--- src/rtl/rioencoder_poller.sv ---
// Half-duplex RS485 master sequencer: round-robin polls encoders with a one-byte 8N1 request,
// then waits for the receiver's result strobes and keeps per-node health and error counters.
module rioencoder_poller #(
  parameter int unsigned ClkFrequency  = 12000000,
  parameter int unsigned Baud          = 2000000,
  parameter int unsigned PollFrequency = 1000,
  parameter int unsigned NumNodes      = 1,
  parameter logic [7:0]  ReqCmd        = 8'h02,
  parameter int unsigned GuardBits     = 1,
  parameter int unsigned TimeoutBits   = 120,
  parameter int unsigned ErrLimit      = 3
) (
  input  logic       clk,
  input  logic       rst_n,
  input  logic       enable,
  input  logic       rx_valid,
  input  logic       rx_crc_err,
  output logic       tx,
  output logic       rw,
  output logic [1:0] node,
  output logic       sample,
  output logic [3:0] node_ok,
  output logic [7:0] timeout_cnt,
  output logic [7:0] crc_cnt,
  output logic       overrun
);

  localparam int unsigned BitCycles   = ClkFrequency / Baud;
  localparam int unsigned PollCycles  = ClkFrequency / PollFrequency;
  localparam int unsigned GuardCycles = (GuardBits * BitCycles > 0) ? GuardBits * BitCycles : 1;
  localparam int unsigned WaitCycles  = TimeoutBits * BitCycles;
  localparam int unsigned MaxA        = (GuardCycles > BitCycles) ? GuardCycles : BitCycles;
  localparam int unsigned TmrMax      = (MaxA > WaitCycles) ? MaxA : WaitCycles;
  localparam int unsigned TmrW        = $clog2(TmrMax + 1);
  localparam int unsigned PollW       = (PollCycles > 1) ? $clog2(PollCycles) : 1;

  typedef enum logic [2:0] {
    ST_IDLE       = 3'd0,
    ST_GUARD_PRE  = 3'd1,
    ST_TX         = 3'd2,
    ST_GUARD_POST = 3'd3,
    ST_WAIT       = 3'd4
  } state_t;

  state_t            state_r;
  logic [PollW-1:0]  poll_r;
  logic [TmrW-1:0]   tmr_r;
  logic [3:0]        bit_r;
  logic              tx_r;
  logic              rw_r;
  logic [1:0]        node_r;
  logic              sample_r;
  logic              adv_r;
  logic [3:0]        node_ok_r;
  logic [7:0]        tmo_cnt_r;
  logic [7:0]        crc_cnt_r;
  logic              overrun_r;
  logic [3:0]        fail_r [4];

  logic              tick_s;
  logic [9:0]        frame_s;
  logic [3:0]        next_bit_s;
  logic [3:0]        fail_cur_s;
  logic [3:0]        fail_inc_s;

  function automatic logic [7:0] sat_inc8(input logic [7:0] v);
    return (v == 8'hFF) ? v : v + 8'd1;
  endfunction

  function automatic logic [1:0] next_node(input logic [1:0] n);
    if (NumNodes <= 1) begin
      return 2'd0;
    end else if (n >= 2'(NumNodes - 1)) begin
      return 2'd0;
    end else begin
      return n + 2'd1;
    end
  endfunction

  assign tick_s     = enable && (poll_r == PollW'(PollCycles - 1));
  // Line order: start bit, request byte LSB first, stop bit.
  assign frame_s    = {1'b1, ReqCmd[7:2], node_r, 1'b0};
  assign next_bit_s = bit_r + 4'd1;

  // Failure count the current node would hold after one more failed poll.
  always_comb begin
    fail_cur_s = fail_r[node_r];
    if (fail_cur_s < 4'(ErrLimit)) begin
      fail_inc_s = fail_cur_s + 4'd1;
    end else begin
      fail_inc_s = fail_cur_s;
    end
  end

  // Poll tick generator: free-running while enabled, parked at zero otherwise.
  always_ff @(posedge clk or negedge rst_n) begin
    if (!rst_n) begin
      poll_r <= '0;
    end else if (!enable) begin
      poll_r <= '0;
    end else if (poll_r == PollW'(PollCycles - 1)) begin
      poll_r <= '0;
    end else begin
      poll_r <= poll_r + PollW'(1);
    end
  end

  // Transaction sequencer with registered line outputs, result attribution and counters.
  always_ff @(posedge clk or negedge rst_n) begin
    if (!rst_n) begin
      state_r   <= ST_IDLE;
      tmr_r     <= '0;
      bit_r     <= 4'd0;
      tx_r      <= 1'b1;
      rw_r      <= 1'b0;
      node_r    <= 2'd0;
      sample_r  <= 1'b0;
      adv_r     <= 1'b0;
      node_ok_r <= 4'd0;
      tmo_cnt_r <= 8'd0;
      crc_cnt_r <= 8'd0;
      overrun_r <= 1'b0;
      fail_r    <= '{default: 4'd0};
    end else begin
      sample_r <= 1'b0;
      if (tick_s && (state_r != ST_IDLE)) begin
        overrun_r <= 1'b1;
      end
      // Node moves on only after the sample cycle so results stay attributed.
      if (adv_r) begin
        node_r <= next_node(node_r);
        adv_r  <= 1'b0;
      end
      case (state_r)
        ST_IDLE: begin
          if (tick_s) begin
            state_r <= ST_GUARD_PRE;
            rw_r    <= 1'b1;
            tmr_r   <= '0;
          end
        end
        ST_GUARD_PRE: begin
          if (tmr_r == TmrW'(GuardCycles - 1)) begin
            state_r <= ST_TX;
            tmr_r   <= '0;
            bit_r   <= 4'd0;
            tx_r    <= frame_s[0];
          end else begin
            tmr_r <= tmr_r + TmrW'(1);
          end
        end
        ST_TX: begin
          if (tmr_r == TmrW'(BitCycles - 1)) begin
            tmr_r <= '0;
            if (bit_r == 4'd9) begin
              state_r <= ST_GUARD_POST;
              tx_r    <= 1'b1;
            end else begin
              bit_r <= next_bit_s;
              tx_r  <= frame_s[next_bit_s];
            end
          end else begin
            tmr_r <= tmr_r + TmrW'(1);
          end
        end
        ST_GUARD_POST: begin
          if (tmr_r == TmrW'(GuardCycles - 1)) begin
            state_r <= ST_WAIT;
            rw_r    <= 1'b0;
            tmr_r   <= '0;
          end else begin
            tmr_r <= tmr_r + TmrW'(1);
          end
        end
        ST_WAIT: begin
          if (rx_valid) begin
            state_r           <= ST_IDLE;
            adv_r             <= 1'b1;
            sample_r          <= 1'b1;
            node_ok_r[node_r] <= 1'b1;
            fail_r[node_r]    <= 4'd0;
          end else if (rx_crc_err || (tmr_r == TmrW'(WaitCycles - 1))) begin
            state_r        <= ST_IDLE;
            adv_r          <= 1'b1;
            fail_r[node_r] <= fail_inc_s;
            if (fail_inc_s == 4'(ErrLimit)) begin
              node_ok_r[node_r] <= 1'b0;
            end
            if (rx_crc_err) begin
              crc_cnt_r <= sat_inc8(crc_cnt_r);
            end else begin
              tmo_cnt_r <= sat_inc8(tmo_cnt_r);
            end
          end else begin
            tmr_r <= tmr_r + TmrW'(1);
          end
        end
        default: begin
          state_r <= ST_IDLE;
          tx_r    <= 1'b1;
          rw_r    <= 1'b0;
        end
      endcase
    end
  end

  assign tx          = tx_r;
  assign rw          = rw_r;
  assign node        = node_r;
  assign sample      = sample_r;
  assign node_ok     = node_ok_r;
  assign timeout_cnt = tmo_cnt_r;
  assign crc_cnt     = crc_cnt_r;
  assign overrun     = overrun_r;

endmodule

--- config.mk ---
export PLATFORM = sky130hd
export DESIGN_NAME = rioencoder_poller
export DESIGN_NICKNAME = d
export VERILOG_FILES = /design/src/rtl/rioencoder_poller.sv
export SDC_FILE = /design/constraint.sdc
export NUM_CORES = 1
export LEC_CHECK = 0
export BUFFER_PORTS_ARGS = -buffer_cell sky130_fd_sc_hd__buf_2
export CORE_ASPECT_RATIO = 1.4
export CORE_MARGIN = 5
export CORE_UTILIZATION = 45
export DETAILED_ROUTE_END_ITERATION = 12
export HOLD_SLACK_MARGIN = 0.05
export PLACE_DENSITY_LB_ADDON = 0.15
export REMOVE_ABC_BUFFERS = 1
export SYNTH_ARGS = -nofsm -noshare
export SYNTH_HDL_FRONTEND = slang
export SYNTH_SLANG_ARGS = --single-unit
--- constraint.sdc ---
create_clock -name clk -period 1.9 [get_ports clk]
set_clock_uncertainty 0.15 [all_clocks]
set_input_delay 0 -clock clk [delete_from_list [all_inputs] [get_ports clk]]
set_output_delay 0 -clock clk [all_outputs]
set_load 0.02 [all_outputs]
== After elaboration in Yosys (flattened, before gate mapping) ==
Memory sizes are Yosys's and may differ from the RTL's.
Cells that the tools add are included.

* Register bits after elaboration: 59
* Bits in read-only memories: 16
* Bits of input ports: 5
* Output and inout port bits: 26
* Word-level logic and storage cells: 105
* Memories: 1

* Add/subtract/negate cells: 6
* Magnitude comparators: 2
* Equal/unequal tests: 21
* Muxes and demuxes: 34
* Bitwise logic cells: 6
* Reduce and logical (&&, ||, !) cells: 22

{| class="wikitable"
|+ Memory list
! name !! words !! width !! read ports !! clocked after memory_dff !! write ports !! RTL line !! source
|-
| (no name shown) || 16 || 1 || 1 || 0 || 0 || 160 || <nowiki>tx_r <= frame_s[next_bit_s];</nowiki>
|}

{| class="wikitable"
|+ Operators with widths
! operator !! number
|-
| $mux W10 || 4
|-
| $mux W16 || 2
|-
| $pmux W10 S3 || 1
|-
| $mux W14 || 2
|-
| $mux W3 || 7
|-
| $ne A2 B2 Y1 const B || 9
|-
| $add A8 B1 Y8 const B || 2
|-
| $eq A8 B8 Y1 const B || 2
|-
| $mux W4 || 4
|-
| $pmux W3 S5 || 1
|-
| $reduce_and A5 Y1 || 3
|-
| $add A14 B1 Y14 const B || 1
|-
| $eq A14 B14 Y1 const B || 1
|-
| $add A10 B1 Y10 const B || 1
|-
| $eq A10 B10 Y1 const B || 1
|-
| $eq A10 B3 Y1 const B || 1
|-
| $mux W1 || 10
|-
| $reduce_and A3 Y1 || 3
|-
| $reduce_or A3 Y1 || 3
|-
| $add A4 B1 Y4 const B || 2
|-
| $pmux W4 S2 || 1
|-
| $reduce_and A4 Y1 || 2
|-
| $eq A3 B2 Y1 const B || 2
|-
| $not A1 Y1 || 6
|-
| other kinds (15) || 20
|}

== Longest topological paths before layout ==
* Depth after elaboration: 6
* Mapped depth: 8
* Depth with buffers taken out: 7

== Least setup slack after synthesis ==
Ideal clock, no wire load.

* Kind: reg2reg
* Start: reg tmr_r[5]
* End: reg tmr_r[9]
* Setup time: 0.121 ns
* Arrival: 1.792 ns
* Required time: 1.629 ns
* Setup slack: -0.163 ns
* Stages on the path, launching flop included: 7
* Path buffers: 1
* Clock period less this slack: 2.063 ns
* Path through: dfrtp_1 -> buf_6 -> or4b_4 -> o31ai_4 -> and2_1 -> o21ai_0 -> a22o_1

* Longest elaborated chain between the ends: 4
* Elaborated cells between the ends (all ways): 10
* Those cells by class: add/sub: 1; eq/ne: 3; mux: 4; reduce/logical: 2

{| class="wikitable"
|+ Ends and longest elaborated chain
! item !! RTL line !! source
|-
| from (decl) || 47 || <nowiki>logic [TmrW-1:0] tmr_r;</nowiki>
|-
| from (signal assigned) || 149 || <nowiki>tmr_r <= tmr_r + TmrW'(1);</nowiki>
|-
| from (signal assigned) || 163 || <nowiki>tmr_r <= tmr_r + TmrW'(1);</nowiki>
|-
| from (signal assigned) || 172 || <nowiki>tmr_r <= tmr_r + TmrW'(1);</nowiki>
|-
| $add A10 B1 Y10 / $eq A10 B10 Y1 (equally long branches) || n/a ||
|-
| $mux W10 / $logic_or A1 B1 Y1 (equally long branches) || 182 || <nowiki>end else if (rx_crc_err || (tmr_r == TmrW'(WaitCycles - 1))) begin</nowiki>
|-
| $mux W10 / $ne A2 B2 Y1 (equally long branches) || n/a ||
|-
| $pmux W10 S3 / $reduce_and A4 Y1 (equally long branches) || n/a ||
|}

Several ways; a longest one is shown, not always the timed one. The select of a mux whose other input is x is not followed.
A chain may end at the register's enable or synchronous reset.

== Final worst setup path ==
* Start: reg poll_r[8]
* End: reg state_r[0]

* Longest elaborated chain between the ends: 4

{| class="wikitable"
|+ Ends and longest elaborated chain
! item !! RTL line !! source
|-
| from (decl) || 46 || <nowiki>logic [PollW-1:0] poll_r;</nowiki>
|-
| from (signal assigned) || 104 || <nowiki>poll_r <= poll_r + PollW'(1);</nowiki>
|-
| $eq A14 B14 Y1 || 80 || <nowiki>assign tick_s = enable && (poll_r == PollW'(PollCycles - 1));</nowiki>
|-
| $logic_and A1 B1 Y1 || 80 ||
|-
| $ne A2 B2 Y1 (no source line) || n/a ||
|-
| $reduce_and A6 Y1 (no source line) || n/a ||
|-
| to (signal assigned) || 111 || <nowiki>state_r <= ST_IDLE;</nowiki>
|-
| to (signal assigned) || 137 || <nowiki>state_r <= ST_GUARD_PRE;</nowiki>
|-
| to (signal assigned) || 144 || <nowiki>state_r <= ST_TX;</nowiki>
|-
| to (decl) || 45 || <nowiki>state_t state_r;</nowiki>
|}

No other way between the ends.

==> metrics <==
yosys warns=0; max-slew violation count=0; path category of the worst min-delay check=input pin to asynchronous set/reset pin; WL final=between 6 and 7 mm; die footprint=about 8500 sq um; Post-synth ARST share=1.00; Max Fclk=just under 500 MHz; post-synth cell types=57; Max Used Layer=met4; Die H=around 110 microns; sw frac=0.226; CP Launch Type=register; Tot Pwr=1.98 mW; crit path max fanout=2; setup ws final=-0.147 ns; final setup violating endpoints=24; Clock Pin Slew Worst Setup and Hold Paths=roughly 0.10 ns; WL per Instance=between 10 and 15 microns; IO buf count=25; Critical Path End Type=register; WS Path Type=register to register; routed length on met2=around 3.7 mm; WP data required=about 2 ns; Inserted Clock Buffers=5; Synth Area per Inst=between 9 and 10 sq um; Post-DRT Antenna Nets=0; DP HPWL=roughly 4.7 mm; core box area=around 6600 sq um; Finished Core Util=0.599; Initial Util=0.461; row cnt=35; area grow syn2layout=30.1%; fin crit share=1.08; vias per cell=approximately 5.2; Lkg Pwr=~1.9 nW; layout cells sized above 1=0.327; placed insts=450; worst-path cell chain=or4b_4 > buf_6 > nor4_4 > buf_4 > nor2_2 > o31a_1 > nor2_1; non-filler cells, final=~470; switching power=around 0.45 mW; Crit-path slowest cell=or4b_4; Cell Int Power=between 1.5 and 2 mW; final-stage net count=394; clk_lat worst skew=0.31 ns; max_cap viols=0; diode count=0; via count=approximately 2,500; met3 WL post-DR=around 170 microns; Post-synth top flop=dfrtp_1; R2R depth=7; Synth Register Bits=56; Reg power frac=0.606; CP peak stage delay=between 0.5 and 0.6 ns; final hold vios=0; Setup TNS=-1.95 ns; Slew Limit Headroom=0.652; Clock Power Share=0.345; Seq/Total Area, Yosys=0.461; clock root buffer=clkbuf_8; Overflow after GRT=0; pre-CTS WS=-0.163 ns; Slew @ Worst Pin=roughly 0.52 ns; maximum vdd drop=roughly 0.22 mV; number of synthesized flops with an enable pin=0; violated checks=negative setup slack; H-tree Lvls=2; largest net degree at the start of global routing=36; Comb power frac=0.049; Die Wd=approximately 80 microns; Remaining DRCs=0; first-pass iteration count of the detailed router=4; I/O Pins=31; CTS tree=yes; CP arrival=2.15 ns; initial antenna violation count=0; pwr/cell area=roughly 500 nW/um^2; Tot GR Track Use=0.171; RSZ-0062 raised after global routing=yes; number of global-route vias before repair=around 2,500; Sink Count=56; GP Congestion=between 0.8 and 0.9; clock buffer depth=2; Tmin final=2.05 ns; status=finished, violations left; Post-Syn Instances=between 300 and 400; initial drt markers=39; M1 WL=2.89 mm; Synth Cell Area=3050 sq um; first-pass GRT wire length=about 12 mm
area by class of cell:
type                            count  area [sq um]
Inverter                            9          33.8
Sequential cell                    56          1400
Multi-Input combinational cell    228          1680
Clock buffer                        8          90.1
Timing Repair Buffer               81           634
Tap cell                           92           115
Fill cell                         577          2650
cell families (layout without fill, tap and decap cells):
logic type / Yosys count / in the layout / synth area share
fa+ha+maj: 8 / 8 / 0.0329
xor+xnor: 30 / 30 / 0.0863
flops: 56 / 56 / 0.461
other cells: 1 / 5 / 0.00123
buf+inv: 26 / 98 / 0.0448
mux: 4 / 4 / 0.0140
simple gates: 133 / 133 / 0.240
compound gates: 48 / 48 / 0.120
per-stage QoR:
stage               hold WS, ns  area (sq um)
finish                   0.0415          3960
global route             0.0727          3960
CTS                      0.0583          3830
detailed placement       -0.140          3520
global placement         -0.140          3520
floorplan                -0.446          2960
flip-flops by register name, summed over array words and instances, names as in the netlist:
name	count
bit_r	4
crc_cnt	8
fail_r	4
node_ok	1
overrun	1
poll_r	14
rw	1
sample	1
state_r	3
timeout_cnt	8
tmr_r	10
tx	1
cells in the mapped netlist (6+ instances only):
master	n	area share
dfrtp_1	55	0.45
clkbuf_1	6	0.0074
nor3_1	7	0.012
nand3_1	13	0.021
and3_1	6	0.012
nor2_1	28	0.035
ha_1	8	0.033
xnor2_1	11	0.032
o21ai_0	14	0.023
nand4_1	12	0.025
inv_1	9	0.011
nand2_1	30	0.037
xor2_1	19	0.055
and2_1	6	0.012
a21oi_1	6	0.0099
power by group through the flow:
| stage | clock network [mW] | registers (mW) | logic, mW |
|---|---|---|---|
| after CTS | 0.704 | 1.20 | 0.0957 |
| after global routing | 0.744 | 1.20 | 0.108 |
| after floorplan | 0 | 1.22 | 0.0247 |
| after detailed placement | 0 | 1.22 | 0.0768 |
| after global placement | 0 | 1.22 | 0.0766 |
| final | 0.683 | 1.20 | 0.0964 |
critical path, delay by kind of cell, from the launching register on:
kind	cells	cell delay [ns]
AO/OA/AOI/OAI	1	0.24
buffers and inverters	2	0.31
flip-flops	1	0.39
AND/OR/NAND/NOR	4	0.90
worst paths after layout:
path                            from  slack, ns    endpoint
min in group clk             overrun       0.34     overrun
max in group asynchronous      rst_n       0.99  state_r[2]
min reg2reg                  overrun       0.34     overrun
max reg2reg                poll_r[8]      -0.15  state_r[0]
max                        poll_r[8]      -0.15  state_r[0]
min                            rst_n       0.04   poll_r[0]
placed cells by master (no fill, tap or decap), types with 5 or more instances in the layout:
master / instances
dfrtp_1: 54
buf_4: 40
nand2_1: 27
buf_2: 25
nor2_1: 23
xor2_1: 19
nand3_1: 13
nand4_1: 12
xnor2_1: 11
inv_1: 9
o21ai_1: 9
buf_6: 9
ha_1: 8
and3_1: 6
a21oi_1: 6
clkbuf_8: 6
and2_1: 5
nor2_2: 5
nand3b_1: 5
a32o_1: 5
conb_1: 5
layer usage:
layer,track usage,vias to the layer above
li1,-,1225
met1,0.203,1207
met2,0.305,37
met3,0.0285,10
met4,0.0639,0
met5,0,-
what timing repair did:
item | in CTS | in global routing
gates cloned | 2 | 0
hold buffers | 4 | 0
setup buffers | 3 | 7
pin swaps | 11 | 13
endpoints found under the hold margin | 78 | 0
gates resized for setup | 34 | 24
setup endpoints to repair | 39 | 47
Note: power is estimated with default switching activity, not from simulation.
